File: src/rtl/adc_clocking_uart_pkg.sv
// Shared definitions for the ADC capture / UART command block: command codes,
// UART FSM states and the reply byte layout.
package adc_clocking_uart_pkg;

    localparam logic [7:0] CMD_READ_DEFAULT = 8'h01;
    localparam logic [7:0] CMD_STREAM_ON    = 8'h02;
    localparam logic [7:0] CMD_STREAM_OFF   = 8'h03;

    typedef enum logic [1:0] {
        ST_IDLE,
        ST_START,
        ST_DATA,
        ST_STOP
    } uart_state_t;

    function automatic int calc_bit_cyc(input int clk_hz, input int baud);
        return clk_hz / baud;
    endfunction

    // Sample word is {OTR, ADC[11:0]}; the high reply byte carries OTR in bit 7.
    function automatic logic [7:0] reply_hi(input logic [12:0] sample);
        return {sample[12], 3'b000, sample[11:8]};
    endfunction

    function automatic logic [7:0] reply_lo(input logic [12:0] sample);
        return sample[7:0];
    endfunction

endpackage

File: src/rtl/adc_clocking_uart_uart_core.sv
// 8N1 UART receiver and transmitter with mid-bit sampling and a back-to-back
// capable transmit handshake (a start request during the last stop cycle chains).
module uart_core
    import adc_clocking_uart_pkg::*;
#(
    parameter int BIT_CYC = 50
) (
    input  logic       clk,
    input  logic       rst,
    input  logic       rx_line,
    output logic       tx_line,
    output logic [7:0] rx_byte,
    output logic       rx_valid,
    input  logic [7:0] tx_byte,
    input  logic       tx_start,
    output logic       tx_busy,
    output logic       tx_done
);
    localparam int CW = $clog2(BIT_CYC);
    localparam logic [CW-1:0] LAST = CW'(BIT_CYC - 1);
    localparam logic [CW-1:0] HALF = CW'(BIT_CYC / 2 - 1);

    logic          rx_meta, rx_sync, rx_prev;
    uart_state_t   rx_state, rx_state_nx;
    logic [CW-1:0] rx_cnt, rx_cnt_nx;
    logic [2:0]    rx_bit, rx_bit_nx;
    logic [7:0]    rx_shift, rx_shift_nx;
    logic          rx_valid_nx;

    uart_state_t   tx_state, tx_state_nx;
    logic [CW-1:0] tx_cnt, tx_cnt_nx;
    logic [2:0]    tx_bit, tx_bit_nx;
    logic [7:0]    tx_shift, tx_shift_nx;
    logic          tx_line_nx;

    always_ff @(posedge clk) begin
        if (rst) begin
            rx_meta  <= 1'b1;
            rx_sync  <= 1'b1;
            rx_prev  <= 1'b1;
            rx_state <= ST_IDLE;
            rx_cnt   <= '0;
            rx_bit   <= '0;
            rx_shift <= '0;
            rx_valid <= 1'b0;
            tx_state <= ST_IDLE;
            tx_cnt   <= '0;
            tx_bit   <= '0;
            tx_shift <= '0;
            tx_line  <= 1'b1;
        end else begin
            rx_meta  <= rx_line;
            rx_sync  <= rx_meta;
            rx_prev  <= rx_sync;
            rx_state <= rx_state_nx;
            rx_cnt   <= rx_cnt_nx;
            rx_bit   <= rx_bit_nx;
            rx_shift <= rx_shift_nx;
            rx_valid <= rx_valid_nx;
            tx_state <= tx_state_nx;
            tx_cnt   <= tx_cnt_nx;
            tx_bit   <= tx_bit_nx;
            tx_shift <= tx_shift_nx;
            tx_line  <= tx_line_nx;
        end
    end

    assign rx_byte = rx_shift;

    // Receiver: start bit rechecked at half a bit to reject glitches.
    always_comb begin
        rx_state_nx = rx_state;
        rx_cnt_nx   = rx_cnt + 1'b1;
        rx_bit_nx   = rx_bit;
        rx_shift_nx = rx_shift;
        rx_valid_nx = 1'b0;
        case (rx_state)
            ST_IDLE: begin
                rx_cnt_nx = '0;
                if (rx_prev && !rx_sync) rx_state_nx = ST_START;
            end
            ST_START: begin
                if (rx_cnt == HALF) begin
                    rx_cnt_nx   = '0;
                    rx_bit_nx   = '0;
                    rx_state_nx = rx_sync ? ST_IDLE : ST_DATA;
                end
            end
            ST_DATA: begin
                if (rx_cnt == LAST) begin
                    rx_cnt_nx   = '0;
                    rx_shift_nx = {rx_sync, rx_shift[7:1]};
                    rx_bit_nx   = rx_bit + 3'd1;
                    if (rx_bit == 3'd7) rx_state_nx = ST_STOP;
                end
            end
            ST_STOP: begin
                if (rx_cnt == LAST) begin
                    rx_cnt_nx   = '0;
                    rx_valid_nx = rx_sync;
                    rx_state_nx = ST_IDLE;
                end
            end
            default: rx_state_nx = ST_IDLE;
        endcase
    end

    assign tx_busy = (tx_state != ST_IDLE);
    assign tx_done = (tx_state == ST_STOP) && (tx_cnt == LAST);

    always_comb begin
        tx_state_nx = tx_state;
        tx_cnt_nx   = tx_cnt + 1'b1;
        tx_bit_nx   = tx_bit;
        tx_shift_nx = tx_shift;
        tx_line_nx  = tx_line;
        case (tx_state)
            ST_IDLE: begin
                tx_cnt_nx = '0;
                if (tx_start) begin
                    tx_state_nx = ST_START;
                    tx_shift_nx = tx_byte;
                    tx_line_nx  = 1'b0;
                end
            end
            ST_START: begin
                if (tx_cnt == LAST) begin
                    tx_cnt_nx   = '0;
                    tx_bit_nx   = '0;
                    tx_state_nx = ST_DATA;
                    tx_line_nx  = tx_shift[0];
                end
            end
            ST_DATA: begin
                if (tx_cnt == LAST) begin
                    tx_cnt_nx = '0;
                    if (tx_bit == 3'd7) begin
                        tx_state_nx = ST_STOP;
                        tx_line_nx  = 1'b1;
                    end else begin
                        tx_bit_nx  = tx_bit + 3'd1;
                        tx_line_nx = tx_shift[tx_bit + 3'd1];
                    end
                end
            end
            ST_STOP: begin
                if (tx_cnt == LAST) begin
                    tx_cnt_nx = '0;
                    if (tx_start) begin
                        tx_state_nx = ST_START;
                        tx_shift_nx = tx_byte;
                        tx_line_nx  = 1'b0;
                    end else begin
                        tx_state_nx = ST_IDLE;
                    end
                end
            end
            default: tx_state_nx = ST_IDLE;
        endcase
    end

endmodule

File: src/rtl/adc_clocking_uart.sv
// ADC clock/output-enable generation, two-stage sample capture and UART command
// decode. Optional streaming of replies (commands 0x02/0x03) under `ADC_STREAM_EN.
module adc_clocking_uart
    import adc_clocking_uart_pkg::*;
#(
    parameter int         CLK_HZ   = 50_000_000,
    parameter int         BAUD     = 1_000_000,
    parameter int         ADC_DIV  = 4,
    parameter logic [7:0] CMD_READ = CMD_READ_DEFAULT
) (
    input  logic        CLK,
    input  logic        RST,
    input  logic        ADC_OTR,
    input  logic [11:0] ADC_BIT,
    output logic        ADC_CLK,
    output logic        ADC_OE,
    input  logic        UART_RX,
    output logic        UART_TX
);
    localparam int BIT_CYC = calc_bit_cyc(CLK_HZ, BAUD);
    localparam int DW = $clog2(ADC_DIV);
    localparam logic [DW-1:0] DIV_LAST = DW'(ADC_DIV - 1);
    localparam logic [DW-1:0] DIV_HALF = DW'(ADC_DIV / 2);

    logic [DW-1:0] div_cnt;
    logic          adc_clk_q, adc_oe_q;
    logic [12:0]   adc_in_q, sample_q;

    logic [7:0]    rx_byte, tx_byte;
    logic          rx_valid, tx_start, tx_busy, tx_done;
    logic          reply_active, byte_sel, send_req, start_cmd;
    logic [12:0]   tx_buf;

    // The capture edge is the one where the registered ADC_CLK falls.
    always_ff @(posedge CLK) begin
        if (RST) begin
            div_cnt   <= '0;
            adc_clk_q <= 1'b0;
            adc_oe_q  <= 1'b1;
            adc_in_q  <= '0;
            sample_q  <= '0;
        end else begin
            adc_oe_q  <= 1'b0;
            adc_clk_q <= (div_cnt < DIV_HALF);
            div_cnt   <= (div_cnt == DIV_LAST) ? '0 : div_cnt + 1'b1;
            adc_in_q  <= {ADC_OTR, ADC_BIT};
            if (div_cnt == DIV_HALF) sample_q <= adc_in_q;
        end
    end

    assign ADC_CLK = adc_clk_q;
    assign ADC_OE  = adc_oe_q;

`ifdef ADC_STREAM_EN
    logic stream_on;

    always_ff @(posedge CLK) begin
        if (RST) begin
            stream_on <= 1'b0;
        end else if (rx_valid && rx_byte == CMD_STREAM_ON) begin
            stream_on <= 1'b1;
        end else if (rx_valid && rx_byte == CMD_STREAM_OFF) begin
            stream_on <= 1'b0;
        end
    end

    assign start_cmd = rx_valid && (rx_byte == CMD_READ || rx_byte == CMD_STREAM_ON);
`else
    assign start_cmd = rx_valid && (rx_byte == CMD_READ);
`endif

    always_ff @(posedge CLK) begin
        if (RST) begin
            reply_active <= 1'b0;
            byte_sel     <= 1'b0;
            send_req     <= 1'b0;
            tx_buf       <= '0;
        end else begin
            send_req <= 1'b0;
            if (start_cmd && !reply_active && !tx_busy) begin
                tx_buf       <= sample_q;
                reply_active <= 1'b1;
                byte_sel     <= 1'b0;
                send_req     <= 1'b1;
            end else if (reply_active && tx_done) begin
                if (!byte_sel) begin
                    byte_sel <= 1'b1;
`ifdef ADC_STREAM_EN
                end else if (stream_on) begin
                    tx_buf   <= sample_q;
                    byte_sel <= 1'b0;
`endif
                end else begin
                    reply_active <= 1'b0;
                    byte_sel     <= 1'b0;
                end
            end
        end
    end

    // Follow-on bytes are offered during the last stop cycle so frames chain with no gap.
    always_comb begin
        tx_start = 1'b0;
        tx_byte  = '0;
        if (send_req) begin
            tx_start = 1'b1;
            tx_byte  = reply_hi(tx_buf);
        end else if (reply_active && tx_done) begin
            if (!byte_sel) begin
                tx_start = 1'b1;
                tx_byte  = reply_lo(tx_buf);
`ifdef ADC_STREAM_EN
            end else if (stream_on) begin
                tx_start = 1'b1;
                tx_byte  = reply_hi(sample_q);
`endif
            end
        end
    end

    uart_core #(
        .BIT_CYC (BIT_CYC)
    ) u_uart (
        .clk      (CLK),
        .rst      (RST),
        .rx_line  (UART_RX),
        .tx_line  (UART_TX),
        .rx_byte  (rx_byte),
        .rx_valid (rx_valid),
        .tx_byte  (tx_byte),
        .tx_start (tx_start),
        .tx_busy  (tx_busy),
        .tx_done  (tx_done)
    );

endmodule

File: config.mk
export PLATFORM = sky130hd
export DESIGN_NAME = adc_clocking_uart
export DESIGN_NICKNAME = d
export VERILOG_FILES = /design/src/rtl/adc_clocking_uart_pkg.sv /design/src/rtl/adc_clocking_uart_uart_core.sv /design/src/rtl/adc_clocking_uart.sv
export SDC_FILE = /design/constraint.sdc
export NUM_CORES = 1
export LEC_CHECK = 0
export ABC_CLOCK_PERIOD_IN_PS = 1600
export BUFFER_PORTS_ARGS = -buffer_cell sky130_fd_sc_hd__buf_2
export CELL_PAD_IN_SITES_DETAIL_PLACEMENT = 0
export CELL_PAD_IN_SITES_GLOBAL_PLACEMENT = 1
export CORE_MARGIN = 2
export CORE_UTILIZATION = 43
export DETAILED_ROUTE_END_ITERATION = 10
export GPL_ROUTABILITY_DRIVEN = 0
export PLACE_DENSITY_LB_ADDON = 0.1
export SYNTH_ARGS = -nofsm -noshare
export SYNTH_HDL_FRONTEND = slang
export SYNTH_SLANG_ARGS = --single-unit
File: constraint.sdc
create_clock -name CLK -period 1.6 [get_ports CLK]
set_input_delay 0.24 -clock CLK [delete_from_list [all_inputs] [get_ports CLK]]
set_output_delay 0.24 -clock CLK [all_outputs]
set_load 0.05 [all_outputs]
==> run summary <==
H-tree levels = 3
Hold slack = 71.07 ps
CTS tree = built
DR vias = 2,497
Skew-Pair Late Insertion Delay = 340 ps
Most common library cells after synthesis = dfxtp_1, nor2_1, mux2i_1, nor2b_1, ha_1
Unrepaired setup endpoints after global routing = true
Syn Inst Count = 345
WL/cell = 12.95 um
Largest net degree at the start of global routing = 26
Setup violators final = 2
Multi-input combinational cell area = 1856 um2
Initial antenna violation count = 0
Drt first pass iters = 4
Post-Route Setup TNS = -33.20 ps
Netlist cell types = 52
Fraction of synthesized area in multiplexers = 8.380%
Initial DRC Count = 89
Vias in the first global route = 2,357
Die Footprint = 9153 um2
Slowest CP cell = mux4_2
Grt total ovfl = 0
Startpoint class of the critical path = flip-flop
Pleak = 0.001698 uW
ANT cells = 0
Pwr dens = 1008 nW/um2
Sink Count = 89
Failing checks = negative setup slack
Initial Utilization = 44.20%
Placed wire-length estimate = 4.509 mm
Fin cells = 501
EDFF count, synth = 0
Count leader, synth = dfxtp_1
Crit Path Class = reg2reg
Via density = 4.984
Net count reported at finish = 423
Antenna Nets Post-Route = 0
Setup crit end kind = flip-flop
Status = complete, but fails checks
Critical Path Max Stage Delay = 490 ps
Worst Path Required = 1830 ps
First-pass GRT wire length = 10.94 mm
Die height = 95.67 um
Final Hold Fails = 0
Dpl cells = 479
Largest family of logic cells by synthesized area = simple AND/OR/NAND/NOR gates
Post-layout min period = 1621 ps
Final wirelength = 6.487 mm
Clock root cell = clkbuf_8
I/O Buffers = 18
Core area = 8175 um2
Max Slew Vio Count = 0
Filler instances = 738
Syn avg cell area = 10.47 um2
CTS Buffer Depth = 2
# hold bufs at CTS = 0
Top cells by area, synth = dfxtp_1, mux2i_1, ha_1
Crit path top cell by count = ha_4
Inserted Clock Buffers = 9
Yosys reg bits = 89
Syn. warnings = 0
Post-synthesis sequential area ratio = 49.31%
DRC viols = 0
DIE WIDTH = 95.67 um
Fraction of layout cells with a size suffix above 1 = 30.30%
Worst-path fanout max = 2
Fmax achieved = 616.9 MHz
Top delay family on crit path = multiplexers
Asr flop ratio synth = 0%
Worst Slack Setup Final = -20.88 ps
Synth Area in Compound Gates = 11.39%
Top Ports = 19
CP Cell Sequence = ha_4 -> ha_4 -> mux4_2 -> o2111ai_2 -> nand3_1
MaxCap Viol Count = 0
Worst Tran Pin Value = 348.6 ps
Crit share post-route = 101.3%
WP buf/inv = 0
Relative slew slack = 76.16%
Gr usage total = 15.41%
Post-synth top area share = 49.31%
Rows = 33
Worst-path clk slew = 90 ps
Data arrival time of the critical path = 1850 ps
Simple-Gate Fraction of Synth Area = 19.94%
Dominant cell type by area after synthesis = dfxtp_1
Hold Path Class = in2reg
Post-Synth Adder-Cell Area = 5.540%
VDD IR-drop max = 0.0005177 V
Syn_nets = 377
Post-synth top flop = dfxtp_1
XOR/XNOR Fraction of Synth Area = 1.939%
Area Growth Syn to Fin = 23.10%
Cell Area, Synth = 3613 um2
Final Skew = 8.629 ps
Reg area = 1802 um2
==> per-layer routing <==
layer  track usage [%]  vias to the layer above  wire, um
met5                 0                        -         0
met4             6.429                        0        39
met3             3.004                        2       147
met2             23.89                       23      2955
met1             20.99                     1167      3345
li1                  -                     1305         -
==> flip-flops by register name (all words and copies together) (netlist names), 2 cells and up, named ones only <==
register / count
u_uart.rx_cnt: 6
sample_q: 13
tx_buf: 13
u_uart.rx_bit: 3
u_uart.tx_state: 2
u_uart.tx_cnt: 6
u_uart.rx_byte: 8
u_uart.tx_bit: 3
div_cnt: 2
u_uart.tx_shift: 8
adc_in_q: 13
==> placed cells by master, fill, tap and decap left out, types with 2 or more instances in the layout <==
cell       count
or2_2          3
nand3_1       10
a22o_1        13
nand2_1       11
o21ai_0        5
ha_1           9
and2_1         7
nor2b_1       19
buf_2         18
nor2_1        38
mux2i_1       28
a211oi_2       2
nand4b_4       2
a31o_2         2
a22oi_1        5
a21oi_2        2
o31ai_2        4
clkbuf_8       9
bufinv_16      2
a21oi_1        6
inv_6          3
nand2b_1       4
nand4_1        5
dfxtp_2        4
inv_1          6
buf_4         33
nand3b_1       5
xor2_1         3
nor3_1         2
xnor2_1        5
ha_4           6
dfxtp_4        4
inv_2          4
and2_4         2
dfxtp_1       81
==> layout make-up <==
type,count,area share [%]
clock buffer,9,2.785
clock inverter,7,2.250
inverter,11,0.9283
multi-input combinational,226,41.72
sequential,89,40.51
tap,105,2.954
timing repair buffer,54,8.861
==> kinds of logic after synthesis <==
logic type / Yosys count
flip-flops: 89
AO/OA/AOI/OAI: 51
XOR/XNOR: 8
buffers and inverters: 30
adder cells (fa/ha/maj): 16
AND/OR/NAND/NOR: 122
multiplexers: 29
==> final timing paths <==
check	depth (start not counted)	slack, ps	endpoint	start
setup reg to reg	5	-20	u_uart.tx_line	u_uart.tx_bit[1]
setup / recovery	5	-20	u_uart.tx_line	u_uart.tx_bit[1]
hold / removal	2	70	u_uart.rx_meta	UART_RX
hold reg to reg	1	420	u_uart.rx_sync	u_uart.rx_meta
==> per-stage QoR <==
stage               worst slack (ps)  utilization (%)  power, uW  area [um2]
floorplan                     -51.99                -       2671        3666
global placement              -34.67            49.33       2797        4033
detailed placement            -40.56            49.33       2801        4033
CTS                           -38.29            52.68       4529        4307
global route                  -100.9            54.41       4702        4448
finish                        -20.88            54.41       4486        4448
==> power by group <==
part	switching, uW	internal (uW)
clock	800	897
combinational	256	202
sequential	45.3	2290
==> repair_timing <==
item                       4_1_cts  5_1_grt
setup endpoints to repair       24       32
resized for setup                7       26
setup buffers                    3        2
gates cloned                     0        1
pin swaps                        5       11
(Power assumes the default switching activity.)
